==> config.mk <==
export PLATFORM = sky130hd
export DESIGN_NAME = uart_receiver
export DESIGN_NICKNAME = d
export VERILOG_FILES = /design/src/rtl/uart_pkg.sv /design/src/rtl/uart_sync2.sv /design/src/rtl/uart_receiver.sv
export SDC_FILE = /design/constraint.sdc
export NUM_CORES = 1
export LEC_CHECK = 0
export BUFFER_PORTS_ARGS = -buffer_cell sky130_fd_sc_hd__buf_2
export CORE_ASPECT_RATIO = 1.25
export CORE_UTILIZATION = 40
export CTS_BUF_LIST = sky130_fd_sc_hd__clkbuf_8 sky130_fd_sc_hd__clkbuf_16
export DETAILED_ROUTE_END_ITERATION = 8
export PLACE_DENSITY = 0.55
export REMOVE_ABC_BUFFERS = 1
export SYNTH_ARGS = -nofsm -noshare
export SYNTH_HDL_FRONTEND = slang
export SYNTH_SLANG_ARGS = --single-unit
==> constraint.sdc <==
create_clock -name clk -period 2 [get_ports clk]
set_input_delay 0 -clock clk [delete_from_list [all_inputs] [get_ports clk]]
set_output_delay 0 -clock clk [all_outputs]
set_load 0.01 [all_outputs]
==> src/rtl/uart_pkg.sv <==
// Shared types and constants for the UART receiver.
// The optional UART_RX_MAJORITY_EN build uses maj3() for 2-of-3 bit voting.
package uart_pkg;

    localparam int OVERSAMPLE_DEFAULT = 16;

    typedef enum logic [1:0] {
        IDLE  = 2'd0,
        START = 2'd1,
        DATA  = 2'd2,
        STOP  = 2'd3
    } state_t;

    function automatic logic maj3(input logic a, input logic b, input logic c);
        return (a & b) | (a & c) | (b & c);
    endfunction

endpackage

==> src/rtl/uart_sync2.sv <==
// Two-flop synchronizer for an asynchronous input; both stages reset to 1,
// which is the idle level of the UART line.
module uart_sync2 (
    input  logic clk,
    input  logic rst_n,
    input  logic d,
    output logic q
);

    logic [1:0] sync_q;
    logic [1:0] sync_d;

    always_comb begin
        sync_d = {sync_q[0], d};
    end

    always_ff @(posedge clk or negedge rst_n) begin
        if (!rst_n) begin
            sync_q <= 2'b11;
        end else begin
            sync_q <= sync_d;
        end
    end

    assign q = sync_q[1];

endmodule

==> src/rtl/uart_receiver.sv <==
// Oversampling 8N1 UART receiver with start-bit glitch reject and framing check.
// Define UART_RX_MAJORITY_EN to vote each bit sample over three os_ticks.
//
// state | meaning
// IDLE  | waiting for a falling edge on the synchronized line
// START | counting to mid start bit, re-checking the line is still low
// DATA  | sampling 8 data bits LSB first, one per bit time
// STOP  | sampling the stop bit; publishes the byte or flags a framing error
module uart_receiver
    import uart_pkg::*;
#(
    parameter int OVERSAMPLE = OVERSAMPLE_DEFAULT
) (
    input  logic       clk,
    input  logic       rst_n,
    input  logic       os_tick,
    input  logic       rx_in,
    output logic [7:0] rx_data,
    output logic       rx_valid,
    output logic       frame_err,
    output logic       busy
);

    localparam int CW = $clog2(OVERSAMPLE);
    localparam logic [CW-1:0] CNT_MID  = CW'(OVERSAMPLE / 2 - 1);
    localparam logic [CW-1:0] CNT_LAST = CW'(OVERSAMPLE - 1);
    localparam logic [CW-1:0] CNT_ONE  = CW'(1);

    logic          rxs;
    logic          rxs_d_q;
    logic          rxs_d_d;
    state_t        state_q;
    state_t        state_d;
    logic [CW-1:0] cnt_q;
    logic [CW-1:0] cnt_d;
    logic [2:0]    bit_cnt_q;
    logic [2:0]    bit_cnt_d;
    logic [7:0]    shreg_q;
    logic [7:0]    shreg_d;
    logic [7:0]    rx_data_q;
    logic [7:0]    rx_data_d;
    logic          rx_valid_q;
    logic          rx_valid_d;
    logic          frame_err_q;
    logic          frame_err_d;
    logic          sample;

    uart_sync2 u_sync (
        .clk   (clk),
        .rst_n (rst_n),
        .d     (rx_in),
        .q     (rxs)
    );

    always_comb begin
        rxs_d_d = rxs;
    end

`ifdef UART_RX_MAJORITY_EN
    // Holds rxs from the two previous os_ticks; the counter advances on every
    // tick, so at count N these are the values seen at N-1 and N-2.
    logic [1:0] maj_q;
    logic [1:0] maj_d;

    always_comb begin
        maj_d = maj_q;
        if (os_tick) begin
            maj_d = {maj_q[0], rxs};
        end
        sample = maj3(maj_q[1], maj_q[0], rxs);
    end

    always_ff @(posedge clk or negedge rst_n) begin
        if (!rst_n) begin
            maj_q <= 2'b11;
        end else begin
            maj_q <= maj_d;
        end
    end
`else
    always_comb begin
        sample = rxs;
    end
`endif

    always_comb begin
        state_d     = state_q;
        cnt_d       = cnt_q;
        bit_cnt_d   = bit_cnt_q;
        shreg_d     = shreg_q;
        rx_data_d   = rx_data_q;
        rx_valid_d  = 1'b0;
        frame_err_d = 1'b0;

        unique case (state_q)
            IDLE: begin
                // Edge, not level: a line stuck low cannot start a new frame.
                if (rxs_d_q && !rxs) begin
                    cnt_d     = '0;
                    bit_cnt_d = '0;
                    state_d   = START;
                end
            end
            START: begin
                if (os_tick) begin
                    if (cnt_q == CNT_MID) begin
                        cnt_d   = '0;
                        state_d = sample ? IDLE : DATA;
                    end else begin
                        cnt_d = cnt_q + CNT_ONE;
                    end
                end
            end
            DATA: begin
                if (os_tick) begin
                    if (cnt_q == CNT_LAST) begin
                        shreg_d   = {sample, shreg_q[7:1]};
                        cnt_d     = '0;
                        bit_cnt_d = bit_cnt_q + 3'd1;
                        if (bit_cnt_q == 3'd7) begin
                            state_d = STOP;
                        end
                    end else begin
                        cnt_d = cnt_q + CNT_ONE;
                    end
                end
            end
            STOP: begin
                if (os_tick) begin
                    if (cnt_q == CNT_LAST) begin
                        if (sample) begin
                            rx_data_d  = shreg_q;
                            rx_valid_d = 1'b1;
                        end else begin
                            frame_err_d = 1'b1;
                        end
                        cnt_d   = '0;
                        state_d = IDLE;
                    end else begin
                        cnt_d = cnt_q + CNT_ONE;
                    end
                end
            end
            default: begin
                state_d = IDLE;
            end
        endcase
    end

    always_ff @(posedge clk or negedge rst_n) begin
        if (!rst_n) begin
            rxs_d_q     <= 1'b1;
            state_q     <= IDLE;
            cnt_q       <= '0;
            bit_cnt_q   <= '0;
            shreg_q     <= '0;
            rx_data_q   <= '0;
            rx_valid_q  <= 1'b0;
            frame_err_q <= 1'b0;
        end else begin
            rxs_d_q     <= rxs_d_d;
            state_q     <= state_d;
            cnt_q       <= cnt_d;
            bit_cnt_q   <= bit_cnt_d;
            shreg_q     <= shreg_d;
            rx_data_q   <= rx_data_d;
            rx_valid_q  <= rx_valid_d;
            frame_err_q <= frame_err_d;
        end
    end

    assign rx_data   = rx_data_q;
    assign rx_valid  = rx_valid_q;
    assign frame_err = frame_err_q;
    assign busy      = (state_q != IDLE);

endmodule

==> results.cfg <==
[run_status]
status = finished clean

[floorplan]
core_mm2 = 0.00297
die_h_um = 64.6
die_w_um = 52.1
row_count = 22
floorplan.initialDensity_pct = 42.2
ios = 15
die_area_mm2 = 0.00337

[yosys]
synthCells = 97
syn_area_per_cell_um2 = 12.9
netlist_area_mm2 = 0.00125
ys.warnings.count = 0
ys_top_cells_by_area = dfrtp_1 54%, mux2_2 14%, dfstp_2 6.3%
ys_seq_area_share_pct = 60.1
synth_area_leader_cell = dfrtp_1
ys_types = 27
ys_ff_latch = 30
synth_top_area_share_pct = 53.8

[drt]
routed_wl_um = 2170
drc = 0
drt-wirelength-per-cell_um = 13.6
firstDrtPassIters = 4
route.vias.total = 801
via_per_inst = 5.04
initialDrtViolationCount = 21
postRouteAntennaNets = 0

[worst_setup_path]
r2r_end = state_q[0]
ff2ff_path_depth = 4
cp-end-kind = flop
worstSetupStartpointType = flop
critPathKind = flop to flop
crit_required_ns = 2.21
worstPathArrival_ns = 2.05
worstPathMaxFanout = 8
ff2ff_setup_slack_ns = 0.16

[layout]
nFillCells = 279
diodes = 0
areaGrowthSynthToFinish_pct = 21.1
finalInstanceArea_mm2 = 0.00152
drive_above_1_share_pct = 41.5
fin_nets = 129

[min_path]
hp-start = os_tick
hold_path.class = input pin to flop
hold_depth = 3

[clocking]
cts.clk_slew.worst_paths_ns = 0.06
cts_tree = done
cts_resized = 0
insertion_delay_ns = 0.28
clockBufferDepth = 2
clock-root-buffer = clkbuf_8
clock-sinks = 30
cts_made_buffers = 5
htreeDepth = 2

[power_and_ir_drop]
vdd.ir_drop.worst_mv = 0.684
powerDensity_mw_per_mm2 = 1030
p_leak_nw = 0.773

[global_routing]
grt_pass1_vias = 814
antenna_found_initial = 0
grt_pass1_wl_um = 3720
grt_usage_pct = 16.0
gr-total-overflow = 0
grt_max_degree = 31

[timing]
tns_ns = 0
rsz0062_at_grt = no
slew_viol_final = 0
setup_slack_ns = 0.163
finalCriticalPeriod_ns = 1.84
max_freq_mhz = 544
finalClockSkew_ns = 0.00622
setup_viol = 0
hold_viol = 0
tightest_slew_ns = 0.644
min_period_over_period_pct = 91.8
maxSlewHeadroom_pct = 57.0

[placed_design]
portBuffers = 14
dp_hpwl_um = 1410
gp_routability_congestion = 0.736
postPlaceCellArea_mm2 = 0.00139
dp_slack_ns = 0.189

[run]
max-cap-violations = 0
[critical path, cell delays in order, from the launching register on]
cell	delay, ns
dfrtp_1	0.45
or4b_4	0.58
nor2b_4	0.17
or4b_1	0.50
nand3_1	0.08
[what timing repair did]
item | CTS | global route
endpoints found under the hold margin | 28 | 0
endpoints found under the setup margin | 0 | 0
buffers inserted | 0 | 0
hold buffers | 2 | 0
[logic make-up (layout without fill, tap and decap cells)]
family | Yosys count | after routing | synth area share (%)
muxes | 18 | 18 | 16.0
DFF | 30 | 30 | 60.1
and+or+nand+nor | 28 | 28 | 12.5
AOI/OAI and AO/OA | 13 | 13 | 6.88
adders and majority gates | 3 | 3 | 2.99
buffers and inverters | 5 | 31 | 1.59
[where the power goes]
part	leakage (nW)	internal [mW]	switching, mW
sequential	0.378	0.673	0.0806
clock	0.0579	0.366	0.221
combinational	0.337	0.111	0.113
total	0.773	1.15	0.415
[flip-flops by register name, indices dropped and copies added (netlist names), 2 cells and up, named ones only]
register       count
bit_cnt_q          3
shreg_q            8
rx_data            8
u_sync.sync_q      2
cnt_q              4
[area by class of cell]
type                            count  area (µm²)  area share, %
Sequential cell                    30         754           49.6
Timing Repair Buffer               20         120           7.90
Multi-Input combinational cell     62         480           31.6
Clock inverter                      3        40.0           2.63
Inverter                            3        11.3          0.741
Clock buffer                        5        68.8           4.53
Tap cell                           36        45.0           2.96
[stage by stage]
step / utilization, % / hold WS [ns] / total power [mW] / instances
after floorplan: - / -0.296 / 0.901 / 95
after global placement: 46.8 / 0.0807 / 0.978 / 149
after detailed placement: 46.8 / 0.0735 / 0.985 / 149
after CTS: 51.1 / 0.0983 / 1.58 / 159
after global routing: 51.1 / 0.128 / 1.66 / 159
final: 51.1 / 0.113 / 1.56 / 159
[cell usage in the layout, fill, tap and decap left out, drive strengths merged, types with 2 or more instances in the layout]
cell | synthesis | layout
inv | 3 | 3
nor2b | 2 | 2
nor3 | 2 | 2
mux2 | 16 | 16
dlygate4sd3 | 0 | 2
mux2i | 2 | 2
o21ai | 6 | 6
ha | 3 | 3
clkinv | 0 | 2
nand2 | 11 | 11
clkbuf | 1 | 5
nand3 | 4 | 4
o21a | 2 | 2
buf | 1 | 18
dfrtp | 27 | 27
nor2 | 3 | 3
or4b | 2 | 2
dfstp | 3 | 3
[layer usage]
layer	routed length (µm)	vias to the layer above	part of all wire [%]	track usage [%]
met3	89	6	4.1	7.04
li1	-	392	-	-
met1	994	386	46	18.0
met2	1040	17	48	25.3
met4	47	0	2.2	8.11
met5	0	-	0	0
[synth_stat cells]
cell / number
a211o_2: 1
a21oi_1: 1
a22o_2: 1
a32oi_1: 1
and3b_2: 1
buf_2: 1
clkbuf_1: 1
dfrtp_1: 27
dfstp_2: 3
ha_1: 3
inv_1: 3
mux2_2: 16
mux2i_1: 2
nand2_1: 11
nand3_1: 4
nand3b_1: 1
nand4_1: 1
nor2_1: 3
nor2b_1: 1
nor2b_4: 1
nor3_1: 2
o211ai_1: 1
o21a_1: 2
o21ai_0: 6
or2_2: 1
or4b_1: 1
or4b_4: 1
[worst max path at each step]
stage	startpoint	to	slack, ns	cells after the start
detailed placement	flop	state_q[0]	0.19	4
global placement	flop	state_q[0]	0.22	4
floorplan	cnt_q[0]	shreg_q[0]	-0.17	4
global route	flop	state_q[0]	0.11	4
finish	flop	state_q[0]	0.16	4
CTS	flop	state_q[0]	0.17	4
Note: power is estimated with default switching activity, not from simulation.
